## src/rtl/stream_packer.sv

```systemverilog
// stream_packer: packs PACK_NUM words per beat with burst last tagging, flush and idle timeout (in_*: narrow words, out_*: wide beat with keep/last)
module stream_packer #(
  parameter int DATA_WIDTH = 4,
  parameter int PACK_NUM   = 4,
  parameter int BURST_LEN  = 4,
  parameter int TIMEOUT    = 16
) (
  input  logic                           clk,
  input  logic                           rst,
  input  logic                           in_valid_i,
  output logic                           in_ready_o,
  input  logic [DATA_WIDTH-1:0]          in_data_i,
  input  logic                           flush_i,
  output logic                           out_valid_o,
  input  logic                           out_ready_i,
  output logic [DATA_WIDTH*PACK_NUM-1:0] out_data_o,
  output logic [PACK_NUM-1:0]            out_keep_o,
  output logic                           out_last_o
);
  localparam int LW = $clog2(PACK_NUM);
  localparam int BW = $clog2(BURST_LEN) + 1;
  localparam int TW = TIMEOUT > 0 ? $clog2(TIMEOUT + 1) : 1;
  typedef enum logic {FILL, SEND} state_t;
  state_t                         state_q, state_d;
  logic [LW-1:0]                  lane_q, lane_d;
  logic [BW-1:0]                  beat_q, beat_d;
  logic [TW-1:0]                  idle_q, idle_d;
  logic [DATA_WIDTH*PACK_NUM-1:0] data_q, data_d;
  logic [PACK_NUM-1:0]            keep_q, keep_d, mask;
  logic                           last_q, last_d;
  logic                           accept, timed_out, full;
  logic [LW:0]                    cnt_n;
  assign in_ready_o  = !rst && (state_q == FILL || out_ready_i);
  assign accept      = in_valid_i && in_ready_o;
  assign out_valid_o = state_q == SEND;
  assign out_data_o  = data_q;
  assign out_keep_o  = keep_q;
  assign out_last_o  = last_q;
  assign cnt_n       = {1'b0, lane_q} + {{LW{1'b0}}, accept};
  assign full        = cnt_n == (LW + 1)'(PACK_NUM);
  assign timed_out   = TIMEOUT != 0 && !accept && lane_q != '0 && idle_q == TW'(TIMEOUT - 1);
  always_comb begin
    mask = '0;
    for (int k = 0; k < PACK_NUM; k++) mask[k] = (LW + 1)'(k) < cnt_n;
  end
  always_comb begin
    state_d = state_q;
    lane_d  = lane_q;
    beat_d  = beat_q;
    idle_d  = idle_q;
    data_d  = data_q;
    keep_d  = keep_q;
    last_d  = last_q;
    if (state_q == FILL) begin
      if (accept) data_d[int'(lane_q)*DATA_WIDTH +: DATA_WIDTH] = in_data_i;
      lane_d = cnt_n[LW-1:0];
      idle_d = (accept || lane_q == '0) ? '0 : idle_q + 1'b1;
      if (full || (flush_i && lane_q != '0) || timed_out) begin
        state_d = SEND;
        lane_d  = '0;
        idle_d  = '0;
        keep_d  = full ? '1 : mask;
        last_d  = !full || beat_q == BW'(BURST_LEN - 1);
      end
    end else if (out_ready_i) begin
      state_d = FILL;
      data_d  = accept ? (DATA_WIDTH*PACK_NUM)'(in_data_i) : '0;
      lane_d  = accept ? LW'(1) : '0;
      idle_d  = '0;
      keep_d  = '0;
      last_d  = 1'b0;
      beat_d  = last_q ? '0 : beat_q + 1'b1;
    end
  end
  always_ff @(posedge clk) begin
    if (rst) begin
      state_q <= FILL;
      lane_q  <= '0;
      beat_q  <= '0;
      idle_q  <= '0;
      data_q  <= '0;
      keep_q  <= '0;
      last_q  <= 1'b0;
    end else begin
      state_q <= state_d;
      lane_q  <= lane_d;
      beat_q  <= beat_d;
      idle_q  <= idle_d;
      data_q  <= data_d;
      keep_q  <= keep_d;
      last_q  <= last_d;
    end
  end
endmodule
```

## config.mk

```make
export PLATFORM = sky130hd
export DESIGN_NAME = stream_packer
export DESIGN_NICKNAME = d
export VERILOG_FILES = /design/src/rtl/stream_packer.sv
export SDC_FILE = /design/constraint.sdc
export NUM_CORES = 1
export LEC_CHECK = 0
export CAP_MARGIN = 20
export CORE_MARGIN = 1
export CORE_UTILIZATION = 40
export DETAILED_ROUTE_END_ITERATION = 16
export GPL_TIMING_DRIVEN = 0
export PLACE_DENSITY = 0.73
export REMOVE_ABC_BUFFERS = 1
export SYNTH_ARGS = -nofsm -noshare
export SYNTH_HDL_FRONTEND = slang
export SYNTH_SLANG_ARGS = --single-unit
```

## constraint.sdc

```tcl
create_clock -name clk -period 3 [get_ports clk]
set_clock_uncertainty 0.05 [all_clocks]
set_input_delay 0.6 -clock clk [delete_from_list [all_inputs] [get_ports clk]]
set_output_delay 0.6 -clock clk [all_outputs]
set_load 0.02 [all_outputs]
```

==> flow_metrics.env <==
export IMPL_htree_levels=2
export IMPL_ff2ff_setup_slack_ns=0.25
export IMPL_cts_hold_buf=0
export IMPL_r2r_end="idle_q[1]"
export IMPL_ys_seq_area_share_pct=40.1
export IMPL_postLayoutCoreUtil_pct=54.6
export IMPL_finalHoldViolCount=0
export IMPL_seq_power_share_pct=47.4
export IMPL_clk_latency_ns=0.29
export IMPL_cts_buffers=5
export IMPL_cp_end_kind="register"
export IMPL_cp_cell_sequence="clkdlybuf4s50_1, nor2b_4, nor2_1, ha_1, inv_1, ha_1, or3b_2, and3_2, a22oi_1, nor2_1"
export IMPL_grt_max_degree=29
export IMPL_hold_class="register to register"
export IMPL_cts_sinks=32
export IMPL_final_cell_mix="dfxtp_1 (32), clkdlybuf4s50_1 (29), nor2_1 (18), a21oi_1 (17), nand2_1 (14)"
export IMPL_die_h_um=65.2
export IMPL_maxCapViolCount=0
export IMPL_antennaDiodeCount=0
export IMPL_cp_required_ns=3.11
export IMPL_path_buf_inv=2
export IMPL_postLayoutSetupSlackWorst_ns=0.155
export IMPL_start_util_pct=42.7
export IMPL_cp_arrival_ns=2.95
export IMPL_critPathMaxStageDelay_ns=0.60
export IMPL_setup_tns_ns=0
export IMPL_io_pins=32
export IMPL_synth_xor_area_share_pct=0
export IMPL_multiInputGateArea_um2=885
export IMPL_vias=1465
export IMPL_core_area_um2=3740
export IMPL_p_int_w=0.000700
export IMPL_synthCells=186
export IMPL_grt_ovfl_total=0
export IMPL_netlist_area_um2=1600
export IMPL_viasPerCell=5.47
export IMPL_drt_total_wl_mm=3.51
export IMPL_wl_per_cell_um=13.1
export IMPL_cp_top_family="simple AND/OR/NAND/NOR gates"
export IMPL_fmax_mhz=351
export IMPL_switchingPower_w=0.000264
export IMPL_setup_viol=0
export IMPL_final_max_slew_viol_count=0
export IMPL_synth_adder_area_share_pct=9.39
export IMPL_cts_tree="done"
export IMPL_max_vdd_ir_drop_mv=0.215
export IMPL_critPathSlowestCell="clkdlybuf4s50_1"
export IMPL_antenna_found_initial=0
export IMPL_clk_path_buf_depth=2
export IMPL_synth_compound_area_share_pct=20.3
export IMPL_cts_root_buf="clkbuf_8"
export IMPL_p_leak_nw=0.794
export IMPL_ys_ff_latch=32
export IMPL_hold_slack_ns=0.399
export IMPL_combPwrFrac_pct=17.5
export IMPL_drc=0
export IMPL_grtUsageTotal_pct=18.0
export IMPL_fill_cells=366
export IMPL_dpl_worst_slack_ns=-0.989
export IMPL_rsz0062_at_grt="no"
export IMPL_cp_start_kind="input port"
export IMPL_worst_pin_slew_ns=0.556
export IMPL_grt_pass1_vias=1343
export IMPL_postSynthAreaPerCell_um2=8.60
export IMPL_critPathMaxFanout=7
export IMPL_place_hpwl_mm=2.46
export IMPL_place_port_buffers=31
export IMPL_dieWidth_um=65.2
export IMPL_synth_warnings=0
export IMPL_synth_top_family_by_area="simple AND/OR/NAND/NOR gates"
export IMPL_firstDrtPassIters=4
export IMPL_nets=240
export IMPL_rows=22
export IMPL_final_common_cell="dfxtp_1"
export IMPL_path_depth=10
export IMPL_seqCellArea_um2=641
export IMPL_reg2reg_depth=9
export IMPL_path_clk_slew_ns=0.07
export IMPL_grt_first_pass_wirelength_mm=5.95
export IMPL_crit_path_start="out_ready_i"
export IMPL_drive_above_1_share_pct=7.27
export IMPL_power_density_nw_per_um2=472
export IMPL_relSlewSlack_pct=63.0
export IMPL_critical_path_class="input port to register"
export IMPL_status="complete, no violations"
export IMPL_yosysUniqueCellTypes=39
export IMPL_swShare_pct=27.3
export IMPL_synthToLayoutAreaGrowth_pct=27.8
export IMPL_yosys_area_share_simple_pct=23.8
export IMPL_post_route_min_period_ns=2.85
export IMPL_final_period_utilization_pct=94.8
export IMPL_synthMuxAreaShare_pct=1.25
export IMPL_ant_nets=0
export IMPL_drtIter0Drc=118
export IMPL_die_area_um2=4250
export IMPL_p_clk_share_pct=35.1
export IMPL_place_gp_congestion=0.788
export IMPL_cp_endpoint="idle_q[1]"
export IMPL_r2r_start="out_valid_o"
-- sequential cells by signal, indices dropped and copies added, names as in the netlist --
register,cells
idle_q,5
out_last_o,1
beat_q,3
out_keep_o,4
out_data_o,16
out_valid_o,1
lane_q,2
-- metal layers --
layer	vias to the layer above	track usage (%)	wire length, um
met2	41	28.5	1580
met4	0	5.71	40
li1	731	-	-
met1	689	23.7	1720
met3	4	4.69	169
met5	-	0	0
-- power groups by stage --
stage	registers [W]	logic, W	clock network [W]
after floorplan	0.000476	0.0000860	0
after global placement	0.000466	0.000163	0
after detailed placement	0.000466	0.000163	0
after CTS	0.000457	0.000165	0.000347
after global routing	0.000459	0.000184	0.000363
final	0.000457	0.000168	0.000339
-- how the worst min path moves through the flow --
stage	from	to	slack [ns]	cells after the start
after detailed placement	out_keep_o[2]	out_keep_o[2]	0.39	2
after global routing	out_keep_o[2]	out_keep_o[2]	0.43	2
after floorplan	idle_q[4]	idle_q[4]	0.38	2
after CTS	out_data_o[15]	out_data_o[15]	0.40	2
after global placement	out_data_o[6]	out_data_o[6]	0.39	2
final	out_data_o[15]	out_data_o[15]	0.40	2
-- worst reg2reg max path: stages (launching register included) --
cell,delay (ns)
dfxtp_1,0.66
nor2b_4,0.29
nor2_1,0.06
ha_1,0.19
inv_1,0.08
ha_1,0.25
or3b_2,0.53
and3_2,0.28
a22oi_1,0.16
nor2_1,0.06
-- cells by family (layout without fill, tap and decap cells) --
logic type	after synthesis	count (layout)
adder cells (fa/ha/maj)	12	12
AND/OR/NAND/NOR	72	72
flip-flops	32	32
multiplexers	2	2
AO/OA/AOI/OAI	49	49
buffers and inverters	19	53
-- what timing repair did --
item | 4_1_cts | 5_1_grt
setup endpoints to repair | 12 | 5
gates resized for setup | 7 | 2
buffers inserted | 0 | 2
endpoints found under the hold margin | 0 | 0
-- cell usage after synthesis --
library cell | instances | area, um^2
nor3b_4 | 1 | 18.8
o21a_1 | 2 | 15.0
nor2b_1 | 3 | 18.8
mux2i_1 | 2 | 20.0
nor4_1 | 1 | 6.26
a22o_1 | 4 | 35.0
nand3_1 | 11 | 55.1
nor2_1 | 18 | 67.6
a32o_1 | 2 | 20.0
a31oi_1 | 4 | 25.0
nand2b_1 | 4 | 25.0
clkbuf_1 | 3 | 11.3
a311oi_1 | 1 | 8.76
o31ai_1 | 1 | 7.51
o21ba_2 | 1 | 10.0
nand3b_1 | 2 | 15.0
dfxtp_1 | 32 | 641
o21ai_0 | 5 | 25.0
nor4b_1 | 1 | 8.76
nand4_1 | 1 | 6.26
or3b_1 | 1 | 8.76
nand2_1 | 14 | 52.6
ha_1 | 12 | 150
and2_1 | 1 | 6.26
o211ai_1 | 1 | 7.51
nor3_1 | 3 | 15.0
a21oi_1 | 17 | 85.1
and4_1 | 1 | 8.76
buf_2 | 3 | 15.0
inv_1 | 12 | 45.0
or3b_2 | 1 | 8.76
o41ai_1 | 1 | 8.76
a21o_1 | 2 | 15.0
o21bai_1 | 1 | 7.51
buf_6 | 1 | 11.3
or4_1 | 2 | 15.0
and3_1 | 7 | 43.8
a22oi_1 | 5 | 37.5
a21oi_2 | 2 | 17.5
-- stage by stage --
stage               std cells  total power (W)  instance area [um^2]
floorplan                 179         0.000563                  1560
global placement          258         0.000629                  1930
detailed placement        258         0.000629                  1930
CTS                       266         0.000969                  2020
global route              268          0.00101                  2040
finish                    268         0.000964                  2040
-- area by class of cell --
cell class / instances / share of cell area [%]
Clock buffer: 8 / 4.41
Inverter: 12 / 2.20
Multi-Input combinational cell: 135 / 43.3
Sequential cell: 32 / 31.4
Tap cell: 48 / 2.94
Timing Repair Buffer: 33 / 15.8
No activity file was read; power rests on OpenSTA's default activity.
